`src/rtl/mask_row_serializer.sv`:
```
// Captures one COLS-bit mask row per rp handshake and streams it out as LANE_W-bit beats.
// Define MASK_DBUF_EN to add a shadow row register so rows stream back-to-back with no bubble.
module mask_row_serializer #(
  parameter int COLS   = 640,
  parameter int LANE_W = 32,
  parameter int ROWS   = 480
) (
  input  logic                     clk,
  input  logic                     rst_n,
  input  logic                     clk_en,
  input  logic                     frame_start,
  input  logic [0:COLS-1]          mg_mask,
  input  logic                     rp_valid,
  output logic                     rp_ready,
  output logic [LANE_W-1:0]        out_data,
  output logic                     out_valid,
  input  logic                     out_ready,
  output logic                     out_last,
  output logic [$clog2(ROWS)-1:0]  row_addr,
  output logic                     frame_done,
  output logic                     busy
);

  localparam int BEATS = COLS / LANE_W;
  localparam int BW    = (BEATS > 1) ? $clog2(BEATS) : 1;
  localparam int RW    = $clog2(ROWS);

  localparam logic [BW-1:0] LAST_BEAT = BW'(BEATS - 1);
  localparam logic [RW-1:0] LAST_ROW  = RW'(ROWS - 1);

  localparam logic [1:0] S_IDLE      = 2'd0;
  localparam logic [1:0] S_WAIT_ROW  = 2'd1;
  localparam logic [1:0] S_SEND      = 2'd2;
  localparam logic [1:0] S_FRAME_END = 2'd3;

  logic [1:0]        state_q, state_d;
  logic [BW-1:0]     beat_q, beat_d;
  logic [RW-1:0]     row_q, row_d;
  logic [0:COLS-1]   buf_q, buf_d;
  logic [LANE_W-1:0] lanes [BEATS];
  logic              rp_hs, out_hs, last_beat;

`ifdef MASK_DBUF_EN
  logic [0:COLS-1]   shadow_q, shadow_d;
  logic              shadow_full_q, shadow_full_d;
`endif

  // Pixel p of the row sits at bit (p % LANE_W) of beat (p / LANE_W).
  for (genvar b = 0; b < BEATS; b++) begin : g_lane
    for (genvar i = 0; i < LANE_W; i++) begin : g_bit
      assign lanes[b][i] = buf_q[b*LANE_W + i];
    end
  end

  assign busy       = (state_q != S_IDLE);
  assign out_valid  = clk_en & (state_q == S_SEND);
  assign last_beat  = (beat_q == LAST_BEAT);
  assign out_last   = out_valid & last_beat;
  assign out_data   = lanes[beat_q];
  assign row_addr   = row_q;
  assign frame_done = clk_en & (state_q == S_FRAME_END);

`ifdef MASK_DBUF_EN
  // The shadow may only fill with a row that still belongs to this frame.
  assign rp_ready = clk_en & ((state_q == S_WAIT_ROW) |
                              ((state_q == S_SEND) & ~shadow_full_q & (row_q != LAST_ROW)));
`else
  assign rp_ready = clk_en & (state_q == S_WAIT_ROW);
`endif

  assign rp_hs  = rp_valid & rp_ready;
  assign out_hs = out_valid & out_ready;

  always_comb begin
    state_d = state_q;
    beat_d  = beat_q;
    row_d   = row_q;
    buf_d   = buf_q;
`ifdef MASK_DBUF_EN
    shadow_d      = shadow_q;
    shadow_full_d = shadow_full_q;
`endif
    case (state_q)
      S_IDLE: begin
        if (frame_start) begin
          row_d   = '0;
          beat_d  = '0;
          state_d = S_WAIT_ROW;
        end
      end
      S_WAIT_ROW: begin
        if (rp_hs) begin
          buf_d   = mg_mask;
          beat_d  = '0;
          state_d = S_SEND;
        end
      end
      S_SEND: begin
`ifdef MASK_DBUF_EN
        if (rp_hs) begin
          shadow_d      = mg_mask;
          shadow_full_d = 1'b1;
        end
`endif
        if (out_hs) begin
          if (!last_beat) begin
            beat_d = beat_q + BW'(1);
          end else begin
            beat_d = '0;
            if (row_q == LAST_ROW) begin
              state_d = S_FRAME_END;
            end else begin
              row_d = row_q + RW'(1);
`ifdef MASK_DBUF_EN
              // A row arriving on the last-beat cycle goes straight to the main buffer.
              if (shadow_full_q) begin
                buf_d         = shadow_q;
                shadow_full_d = 1'b0;
              end else if (rp_hs) begin
                buf_d         = mg_mask;
                shadow_full_d = 1'b0;
              end else begin
                state_d = S_WAIT_ROW;
              end
`else
              state_d = S_WAIT_ROW;
`endif
            end
          end
        end
      end
      S_FRAME_END: begin
        state_d = S_IDLE;
`ifdef MASK_DBUF_EN
        shadow_full_d = 1'b0;
`endif
      end
      default: state_d = S_IDLE;
    endcase
  end

  always_ff @(posedge clk or negedge rst_n) begin
    if (!rst_n) begin
      state_q <= S_IDLE;
      beat_q  <= '0;
      row_q   <= '0;
      buf_q   <= '0;
    end else if (clk_en) begin
      state_q <= state_d;
      beat_q  <= beat_d;
      row_q   <= row_d;
      buf_q   <= buf_d;
    end
  end

`ifdef MASK_DBUF_EN
  always_ff @(posedge clk or negedge rst_n) begin
    if (!rst_n) begin
      shadow_q      <= '0;
      shadow_full_q <= 1'b0;
    end else if (clk_en) begin
      shadow_q      <= shadow_d;
      shadow_full_q <= shadow_full_d;
    end
  end
`endif

endmodule

```
`config.mk`:
```
export PLATFORM = sky130hd
export DESIGN_NAME = mask_row_serializer
export DESIGN_NICKNAME = d
export VERILOG_FILES = /design/src/rtl/mask_row_serializer.sv
export SDC_FILE = /design/constraint.sdc
export NUM_CORES = 2
export LEC_CHECK = 0
export CELL_PAD_IN_SITES_DETAIL_PLACEMENT = 2
export CELL_PAD_IN_SITES_GLOBAL_PLACEMENT = 2
export CORE_MARGIN = 2
export CORE_UTILIZATION = 30
export CTS_BUF_LIST = sky130_fd_sc_hd__clkbuf_16
export DETAILED_ROUTE_END_ITERATION = 12
export HOLD_SLACK_MARGIN = 0.03
export PLACE_DENSITY = 0.9
export SETUP_SLACK_MARGIN = 0.3
export SLEW_MARGIN = 20
export SYNTH_ARGS = -nofsm -noshare
export SYNTH_HDL_FRONTEND = slang
export SYNTH_SLANG_ARGS = --single-unit
```
`constraint.sdc`:
```
create_clock -name clk -period 2.2 [get_ports clk]
set_input_delay 0.44 -clock clk [delete_from_list [all_inputs] [get_ports clk]]
set_output_delay 0.44 -clock clk [all_outputs]
set_load 0.005 [all_outputs]
```
==> summary.md <==
| Metric | Value |
|---|---|
| # fillers | `10000` |
| CTS sink cnt | `656` |
| Yosys Warn Count | `0` |
| Max-Slew Margin vs Limit | `38.7%` |
| Worst-Skew Late Latency | `0.65 ns` |
| Initial antenna violation count | `51` |
| DRC | `0` |
| CTS tree | `done` |
| R2R Path End | `row_addr[1]` |
| Total gr overflow | `0` |
| FF-to-FF Start | `beat_q[1]` |
| Area leader, netlist | `dfrtp_1` |
| Top cells by area in the synthesized netlist | `dfrtp_1 55%, nand2_1 25%, mux4_2 7.2%, mux2i_1 5.4%, buf_2 1.6%` |
| Area after DPL | `40300 sq um` |
| Fraction of layout cells with a size suffix above 1 | `22.6%` |
| Hold Vio Cnt, Final | `0` |
| XOR/XNOR share of the synthesized area | `0%` |
| Post-synthesis simple-gate area fraction | `26.0%` |
| Core Util, Final | `47.9%` |
| Number of distinct library cells after synthesis | `47` |
| H-tree depth | `3` |
| CORE AREA | `98700 sq um` |
| CP endpoint kind | `primary output` |
| Violated checks | `setup timing` |
| Area of the multi-input gates | `14200 sq um` |
| Via/cell ratio | `5.67` |
| Synth Area in Compound Gates | `3.35%` |
| Lkg Pwr | `0.0240 uW` |
| Most numerous cell in the Yosys netlist | `nand2_1` |
| Commonest cells post-synth | `1960 x nand2_1, 656 x dfrtp_1, 163 x mux2i_1, 105 x clkbuf_1, 98 x buf_2` |
| Worst setup path end | `out_data[14]` |
| Detail Route Antenna Nets | `0` |
| Peak supply drop | `0.599 mV` |
| DR WL/cell | `36.7 um` |
| Tot GR Track Use | `33.8%` |
| Crit Path Class | `reg2out` |
| Pre-Repair DR Iteration Count | `5` |
| Max Fclk | `273 MHz` |
| # setup viols final | `78` |
| Initial core utilization | `30.4%` |
| Post-synth EDFFs | `0` |
| Cell area after layout | `47300 sq um` |
| CP required | `1.76 ns` |
| Port Buffer Count | `691` |
| Synth Cell Area | `30000 sq um` |
| Final Critical Period | `3.67 ns` |
| Status | `complete, but fails checks` |
| R2R setup slack | `-0.46 ns` |
| PwrDens | `1120 nW/um^2` |
| Cell Rows | `115` |
| Synth Area in Adders | `0.0835%` |
| Fin. max-slew vios | `0` |
| CTS Buf Count | `78` |
| Synthesis-stage register bit count | `656` |
| RSZ-0062 raised after global routing | `yes` |
| Combinational Power Share | `40.9%` |
| Setup WS post-layout | `-1.47 ns` |
| Critical Path Start | `beat_q[0]` |
| Placer Congestion | `0.886` |
| Clk_skew | `0.0450 ns` |
| Sequential Power Share | `32.5%` |
| Dpl hpwl | `120000 um` |
| DR vias | `32100` |
| Post-Synthesis Cells | `3299` |
| Max_cap viols | `0` |
| Area Growth Syn to Fin | `57.8%` |
| Die H | `320 um` |
| Sequential area share after synthesis | `54.8%` |
| Hold path depth | `3` |
| Initial DRC Count | `3102` |
| Least-Margin Pin Slew | `0.915 ns` |
| Vias in the first global route | `34200` |
| CP Launch Type | `flip-flop` |
| Period utilization | `167%` |
| Root Driver | `clkbuf_16` |
| Ys flop type | `dfrtp_1` |
| Crit path max fanout | `14` |
| # nets final | `4927` |
| Die width | `320 um` |
| Post-synth net total | `3947` |
| Die Area | `102000 sq um` |
| Storage cell area | `16400 sq um` |
| I/O Pins | `692` |
| Hold/Removal Path Class | `in2reg` |
| Clock Tree Buf Depth | `3` |
| Pin count of the biggest net entering global routing | `80` |
| Post-synthesis mux area share | `12.7%` |
| Largest family of logic cells by synthesized area | `simple AND/OR/NAND/NOR gates` |
| Clk pwr share | `26.6%` |
| Syn avg cell area | `9.09 sq um` |
| Internal cell power | `32400 uW` |
| Reg2reg path depth | `12` |
| Clock-pin slew on the worst setup and hold paths | `0.08 ns` |
| P_sw | `20800 uW` |
| Final WL | `208000 um` |
| FFs w/ async S/R, synth | `100%` |
| Arrival time worst endpoint | `3.23 ns` |
| Sw Ratio | `39.1%` |
| Global-route wire length before repair | `250000 um` |
| Yosys top cell area share | `54.8%` |
[per-stage QoR]
stage	total power [uW]	setup slack [ns]	cells	hold WS (ns)	setup TNS, ns
after floorplan	23500	0.321	3299	0.144	0
after global placement	31700	-1.04	5329	0.396	-65.81
after detailed placement	32900	-1.07	5329	0.404	-95.05
after CTS	49700	-1.19	5542	0.314	-36.96
after global routing	54200	-1.40	5664	0.350	-46.44
final	53200	-1.47	5665	0.326	-45.48
[worst min path at each step]
| stage | from | to | slack, ns |
|---|---|---|---|
| floorplan | rst_n | beat_q[0] | 0.14 |
| global placement | rst_n | buf_q[441] | 0.40 |
| detailed placement | rst_n | buf_q[409] | 0.40 |
| CTS | mg_mask[87] | buf_q[87] | 0.31 |
| global route | mg_mask[503] | buf_q[503] | 0.35 |
| finish | mg_mask[87] | buf_q[87] | 0.33 |
[cell usage in the layout, fill, tap and decap left out, types with 50 or more instances in the layout]
cell type | Yosys | layout
a22oi_1 | 64 | 50
buf_12 | 0 | 73
buf_4 | 0 | 236
buf_6 | 0 | 54
clkbuf_16 | 0 | 118
clkdlybuf4s50_1 | 0 | 643
dfrtp_1 | 656 | 646
mux2i_1 | 163 | 137
mux4_2 | 96 | 96
nand2_1 | 1960 | 1738
nand2_2 | 0 | 128
nand2_4 | 0 | 90
[worst max-delay path, stage by stage (launching register included)]
cell and delay, ns:
dfrtp_4 0.46, buf_12 0.18, buf_6 0.15, buf_16 0.20, mux2i_1 0.42, a22oi_1 0.18
nand3_1 0.25, o211ai_1 0.43, buf_2 0.28
[repair_timing]
item / 4_1_cts / 5_1_grt
resized for setup: 344 / 405
setup buffers: 59 / 44
endpoints found under the setup margin: 615 / 578
cloned: 15 / 38
pin swaps: 42 / 101
hold endpoints to repair: 15 / 0
hold buffers: 1 / 0
[area by class of cell]
cell class	instances	share of cell area (%)
repair buffers	1111	26.1
flip-flops and latches	656	34.7
well taps	1287	3.40
diodes	41	0.217
clock inverters	56	1.11
clock buffers	82	4.34
inverters	5	0.0397
multi-input cells	2427	30.1
[layer usage]
metal	track usage (%)	wire length (um)	up-vias
met5	0	179	-
met4	21.0	20000	22
met3	6.36	16800	910
met2	59.3	102000	2138
met1	37.7	69200	16400
li1	-	-	12600
[state kept, by name (all words and copies together), names as in the netlist]
signal    cells
buf_q       640
row_addr      9
beat_q        5
state_q       2
[power groups by stage]
stage                     clock network, uW  logic, uW  registers, uW
final                                 14100      21800          17300
after floorplan                           0       7710          15800
after global placement                    0      15100          16600
after global routing                  14500      22300          17400
after detailed placement                  0      16100          16800
after CTS                             13700      19200          16800
[kinds of logic after synthesis]
group           count (synthesis)
compound gates                132
fa+ha+maj                       2
buf+inv                       219
flops                         656
mux                           260
simple gates                 2030
Note: power is estimated with default switching activity, not from simulation.
